--- config.mk ---
export PLATFORM = sky130hd
export DESIGN_NAME = confreg_bridge
export DESIGN_NICKNAME = d
export VERILOG_FILES = /design/src/rtl/confreg_pkg.sv /design/src/rtl/confreg_bridge.sv
export SDC_FILE = /design/constraint.sdc
export NUM_CORES = 1
export LEC_CHECK = 0
export CORE_MARGIN = 2
export CORE_UTILIZATION = 37
export DETAILED_ROUTE_END_ITERATION = 10
export PLACE_DENSITY = 0.76
export SKIP_CTS_REPAIR_TIMING = 1
export SYNTH_ARGS = -nofsm -noshare
export SYNTH_HDL_FRONTEND = slang
export SYNTH_SLANG_ARGS = --single-unit
--- constraint.sdc ---
create_clock -name clk -period 1.4 [get_ports clk]
set_clock_uncertainty 0.1 [all_clocks]
set_input_delay 0.21 -clock clk [delete_from_list [all_inputs] [get_ports clk]]
set_output_delay 0.21 -clock clk [all_outputs]
set_load 0.01 [all_outputs]
--- src/rtl/confreg_pkg.sv ---
// rtl/confreg_pkg.sv - shared state encoding, register offsets and base address for the confreg bridge
// Purpose: common definitions imported by confreg_bridge and by anything decoding confreg addresses.
// Contents: state_t (IDLE/ISSUE/CAPTURE/RESP), confreg register offsets, default upper address half.
package confreg_pkg;

    typedef enum logic [1:0] {
        IDLE    = 2'd0,
        ISSUE   = 2'd1,
        CAPTURE = 2'd2,
        RESP    = 2'd3
    } state_t;

    localparam logic [15:0] LED_LO     = 16'h0000;
    localparam logic [15:0] LED_HI     = 16'h0004;
    localparam logic [15:0] NUM        = 16'h0008;
    localparam logic [15:0] SWITCH     = 16'h000c;
    localparam logic [15:0] SWITCH_DIP = 16'h0010;
    localparam logic [15:0] VUART      = 16'h0014;
    localparam logic [15:0] SWITCH_IN  = 16'h0018;

    // Upper 16 address bits that select the confreg window.
    localparam logic [15:0] BASE_HI    = 16'h1faf;

endpackage

--- src/rtl/confreg_bridge.sv ---
// rtl/confreg_bridge.sv - valid/ready CPU data port to single-beat confreg SRAM-like access bridge
// Purpose: serialises one request at a time into a one-cycle conf_en pulse, waits out the
//          one-cycle registered read latency, captures read data and returns one response.
// Option : define CONFREG_BRIDGE_ERR_EN to reject requests whose req_addr[31:16] != BASE_HI
//          with resp_err=1 and no confreg access; otherwise resp_err is tied 0.
// Ports  : clk, rst_n (sync, active low)
//          req_valid/req_ready/req_wr/req_wstrb[3:0]/req_addr[31:0]/req_wdata[31:0]  request side
//          resp_valid/resp_ready/resp_rdata[31:0]/resp_err                           response side
//          conf_en/conf_wen[3:0]/conf_addr[31:0]/conf_wdata[31:0] out, conf_rdata[31:0] in
module confreg_bridge
    import confreg_pkg::*;
(
    input  logic        clk,
    input  logic        rst_n,
    input  logic        req_valid,
    output logic        req_ready,
    input  logic        req_wr,
    input  logic [3:0]  req_wstrb,
    input  logic [31:0] req_addr,
    input  logic [31:0] req_wdata,
    output logic        resp_valid,
    input  logic        resp_ready,
    output logic [31:0] resp_rdata,
    output logic        resp_err,
    output logic        conf_en,
    output logic [3:0]  conf_wen,
    output logic [31:0] conf_addr,
    output logic [31:0] conf_wdata,
    input  logic [31:0] conf_rdata
);

    state_t      r_state;
    state_t      w_next;
    logic        w_accept;
    logic        w_reject;

    logic        r_wr;
    logic        r_req_ready;
    logic        r_resp_valid;
    logic [31:0] r_resp_rdata;
    logic        r_conf_en;
    logic [3:0]  r_conf_wen;
    logic [31:0] r_conf_addr;
    logic [31:0] r_conf_wdata;

    always_comb begin
        w_next   = r_state;
        w_accept = 1'b0;
        w_reject = 1'b0;
        case (r_state)
            IDLE: begin
                if (req_valid) begin
`ifdef CONFREG_BRIDGE_ERR_EN
                    if (req_addr[31:16] != BASE_HI) begin
                        w_reject = 1'b1;
                        w_next   = RESP;
                    end else
`endif
                    begin
                        w_accept = 1'b1;
                        w_next   = ISSUE;
                    end
                end
            end
            ISSUE:   w_next = CAPTURE;
            CAPTURE: w_next = RESP;
            RESP: begin
                if (resp_ready) begin
                    w_next = IDLE;
                end
            end
            default: w_next = IDLE;
        endcase
    end

    // Handshake and strobe outputs are registered from the next state so that
    // each one is high for exactly the cycles spent in its state.
    always_ff @(posedge clk) begin
        if (!rst_n) begin
            r_state      <= IDLE;
            r_wr         <= 1'b0;
            r_req_ready  <= 1'b1;
            r_resp_valid <= 1'b0;
            r_resp_rdata <= 32'h0;
            r_conf_en    <= 1'b0;
            r_conf_wen   <= 4'h0;
            r_conf_addr  <= 32'h0;
            r_conf_wdata <= 32'h0;
        end else begin
            r_state      <= w_next;
            r_req_ready  <= (w_next == IDLE);
            r_resp_valid <= (w_next == RESP);
            r_conf_en    <= (w_next == ISSUE);
            r_conf_wen   <= 4'h0;
            if (w_accept) begin
                r_wr         <= req_wr;
                r_conf_addr  <= req_addr;
                r_conf_wdata <= req_wdata;
                r_conf_wen   <= req_wr ? req_wstrb : 4'h0;
            end
            // conf_rdata is valid during CAPTURE for the address issued one cycle earlier.
            if (r_state == CAPTURE) begin
                r_resp_rdata <= r_wr ? 32'h0 : conf_rdata;
            end
            if (w_reject) begin
                r_resp_rdata <= 32'h0;
            end
        end
    end

`ifdef CONFREG_BRIDGE_ERR_EN
    logic r_resp_err;

    always_ff @(posedge clk) begin
        if (!rst_n) begin
            r_resp_err <= 1'b0;
        end else if (w_reject) begin
            r_resp_err <= 1'b1;
        end else if (r_state == CAPTURE) begin
            r_resp_err <= 1'b0;
        end
    end

    assign resp_err = r_resp_err;
`else
    assign resp_err = 1'b0;
`endif

    assign req_ready  = r_req_ready;
    assign resp_valid = r_resp_valid;
    assign resp_rdata = r_resp_rdata;
    assign conf_en    = r_conf_en;
    assign conf_wen   = r_conf_wen;
    assign conf_addr  = r_conf_addr;
    assign conf_wdata = r_conf_wdata;

endmodule

### After elaboration in Yosys (flattened, before gate mapping)

Index checks and enable logic that the tools add are counted.

| word-level totals | value |
|---|---|
| register bits | 106 |
| input port bits | 105 |
| output and inout port bits | 104 |
| word-level logic and storage cells | 23 |

| cells by class | value |
|---|---|
| equal/unequal tests | 5 |
| multiplexer cells | 6 |
| reductions and logical operators | 3 |

Operators by type and width:

| cell | count |
|---|---|
| 32-bit 2-to-1 mux | 1 |
| 2-bit one-hot mux with 4 select lines | 1 |
| 2-bit == test, second input constant | 3 |
| 2-bit by 1-bit == test with 1-bit output, second input constant | 2 |
| 2-bit logical NOT | 2 |
| 2-bit 2-to-1 mux | 2 |
| 3-bit AND reduction | 1 |
| 1-bit 2-to-1 mux | 2 |

### Longest topological paths before layout

| logic depth | value |
|---|---|
| depth after elaboration | 3 |
| gate-level depth with buffers | 5 |
| mapped depth without buffers | 3 |

### Worst setup path before layout

OpenSTA, ideal clock, no wires.

| timing path | value |
|---|---|
| path kind | reg2reg |
| start point | register r_state[1] |
| end point | register r_conf_addr[12], in the netlist conf_addr[12] |
| library setup time | 0.123 ns |
| data arrival time | 1.038 ns |
| required time | 1.177 ns |
| slack | 0.140 ns |
| cell stages (with the launch flop) | 5 |
| path buffers | 2 |
| period minus slack after synthesis | 1.260 ns |
| cell sequence | dfxtp_1 nor3b_4 buf_6 clkbuf_2 o21ai_0 |

| between the ends | value |
|---|---|
| cells in the longest elaborated chain, start to end | 2 |

Ends and longest elaborated chain:

| item | line | source |
|---|---|---|
| start: declaration | confreg_bridge.sv:32 | `state_t r_state;` |
| start signal: assignment | confreg_bridge.sv:90 | `r_state <= w_next;` |
| 2-bit logical NOT | confreg_bridge.sv:50 | `case (r_state)` |
| 1-bit 2-to-1 mux | confreg_bridge.sv:50 |  |
| end signal: assignment | confreg_bridge.sv:97 | `r_conf_addr <= req_addr;` |
| end: declaration | confreg_bridge.sv:43 | `logic [31:0] r_conf_addr;` |

No other way between the ends.
A chain may end at the register's enable or synchronous reset.

### Worst setup path in the final report

| timing path | value |
|---|---|
| start point | register r_state[0] |
| end point | register r_conf_addr[28], in the netlist conf_addr[28] |

The elaborated chain is that of the path after synthesis.

==> impl_metrics.tcl <==
set metrics [dict create \
    synth_fp_nets 562 \
    grt_pass1_wl_um 17000 \
    drtPass1Iterations 4 \
    layout.cells.non_filler 788 \
    worstSetupEndpointType "flop" \
    yosysMostFrequentCell "dfxtp_1" \
    detail-route-antenna-nets 0 \
    synthDistinctLibCells 23 \
    syn_area_sq_um 4000 \
    coreArea_sq_um 10400 \
    crit_fanout 37 \
    via_count 3811 \
    switchingPower_uw 1680 \
    track_usage_pct 18.6 \
    drive_above_1_share_pct 5.52 \
    synth.top_cells.by_count "106 x dfxtp_1, 98 x nand2_1, 65 x nand3_1" \
    yosysTopAreaCellShare_pct 53.0 \
    ys_ff_latch 106 \
    clkTransAtPathRegs_ps 100 \
    drv_slew 0 \
    whs_ps 94.2 \
    io_pins 209 \
    required_ps 1600 \
    grt_pass1_vias 3514 \
    ys_async_sr_fraction_pct 0 \
    clkSinkCount 106 \
    clockPowerShare_pct 30.8 \
    intPower_uw 5030 \
    drt_first_iter_violations 194 \
    finalSetupViolCount 0 \
    fmaxAchievable_mhz 740 \
    p_per_area_nw_per_um2 1000 \
    postSynthAreaPerCell_sq_um 8.75 \
    leakagePower_uw 0.00400 \
    seq_power_share_pct 49.4 \
    insertion_delay_ps 360 \
    vias_per_cell 4.84 \
    crit_type "reg -> reg" \
    htree_num_levels 3 \
    fin_tns_setup_ps 0 \
    rows 37 \
    status "finished clean" \
    drv_cap 0 \
    floorplan.initialDensity_pct 38.4 \
    antenna_found_initial 0 \
    wl_per_cell_um 14.9 \
    yosys_warnings 0 \
    comb_power_share_pct 19.7 \
    cp-start-kind "flop" \
    drc 0 \
    ys.flop_type "dfxtp_1" \
    grt_max_degree 68 \
    syn_to_final_growth_pct 67.5 \
    synth_area_leaders "dfxtp_1 53%, nand2_1 9.2%, nand3_1 8.1%" \
    period_minus_slack_ps 1350 \
    timing.final.crit_share_pct 96.5 \
    port-buffer-count 207 \
    synth_edf_count 0 \
    die-width_um 108 \
    hpwl_um 8250 \
    ys_seq_area_share_pct 53.0 \
    die_h_um 108 \
    crit_arrival_ps 1550 \
    globalplace.congestion 0.741 \
    post-place-cells 772 \
    overflow 0 \
    cts_tree "done" \
    p_total_uw 6700 \
    cts_root_buf "clkbuf_8" \
    clockBufferDepth 2 \
    hold_path.class "in -> reg" \
    dieArea_sq_um 11700 \
    synth_cells 457 \
    cts_made_buffers 9 \
    diodes 0 \
    routed_wl_um 11700 \
    nets 752 \
    hold_viol_final 0 \
    peakVddDrop_mv 0.598 \
    switching_share_pct 25.0 \
    rsz0062_at_grt "yes" \
    synth_area_leader_cell "dfxtp_1" \
]
## layout by cell type (no fill, tap or decap), types with 4 or more instances in the layout
cell and n:
o21ai_1 4, nand3_1 64, dlymetal6s2s_1 103, nand3b_1 32, buf_12 9, dfxtp_1 105
o21ai_0 59, nand2_1 98, buf_4 7, and2_1 5, clkbuf_8 10, a21boi_1 30
clkdlybuf4s50_1 103
## power groups by stage
| stage | Clock [uW] | Sequential [uW] | Combinational (uW) |
|---|---|---|---|
| floorplan | 0 | 3480 | 462 |
| global placement | 0 | 3380 | 1340 |
| detailed placement | 0 | 3390 | 1370 |
| CTS | 2140 | 3320 | 1370 |
| global route | 2260 | 3340 | 1430 |
| finish | 2070 | 3310 | 1320 |
## worst paths after layout
path / startpoint / to / slack [ps] / cells after the start
hold reg to reg: resp_rdata[15] / resp_rdata[15] / 350 / 2
setup reg to reg: r_state[0] / conf_addr[28] / 50 / 5
setup / recovery: r_state[0] / conf_addr[28] / 50 / 5
hold / removal: rst_n / req_ready / 90 / 2
## critical path, stage by stage, from the launching register on
cell and delay (ps):
dfxtp_4 390, nor3b_4 250, buf_12 180, buf_12 190, nand3_1 100, o21ai_0 80
## registers in the layout (all words and copies together), names as in the netlist
signal / flops
req_ready: 1
resp_valid: 1
r_wr: 1
conf_en: 1
conf_wen: 4
resp_rdata: 32
r_state: 2
conf_addr: 32
conf_wdata: 32
## per-layer routing
layer | wire length (um) | global-route usage, % | vias up
li1 | - | - | 1917
met1 | 4710 | 21.2 | 1716
met2 | 5690 | 31.0 | 158
met3 | 1100 | 7.66 | 20
met4 | 238 | 7.33 | 0
met5 | 0 | 0 | -
## layout make-up
class	instances	area (sq um)
Sequential cell	106	2130
Clock inverter	4	75.1
Clock buffer	12	145
Tap cell	136	170
Multi-Input combinational cell	308	1630
Timing Repair Buffer	222	2550
Fill cell	839	3710
## metrics by stage
| step | util (%) | worst slack [ps] | instance area, sq um |
|---|---|---|---|
| after floorplan | - | 140 | 4000 |
| after global placement | 59.6 | -229 | 6210 |
| after detailed placement | 59.6 | -305 | 6210 |
| after CTS | 61.7 | -234 | 6430 |
| after global routing | 64.3 | -64.3 | 6700 |
| final | 64.3 | 49.5 | 6700 |
## logic make-up (layout without fill, tap and decap cells)
logic type	after synthesis	in the layout	share of synthesized area (%)
and+or+nand+nor	207	207	25.6
DFF	106	106	53.0
AOI/OAI and AO/OA	100	100	14.8
buffers and inverters	43	238	6.41
other	1	1	0.0937
No activity file was read; power rests on OpenSTA's default activity.
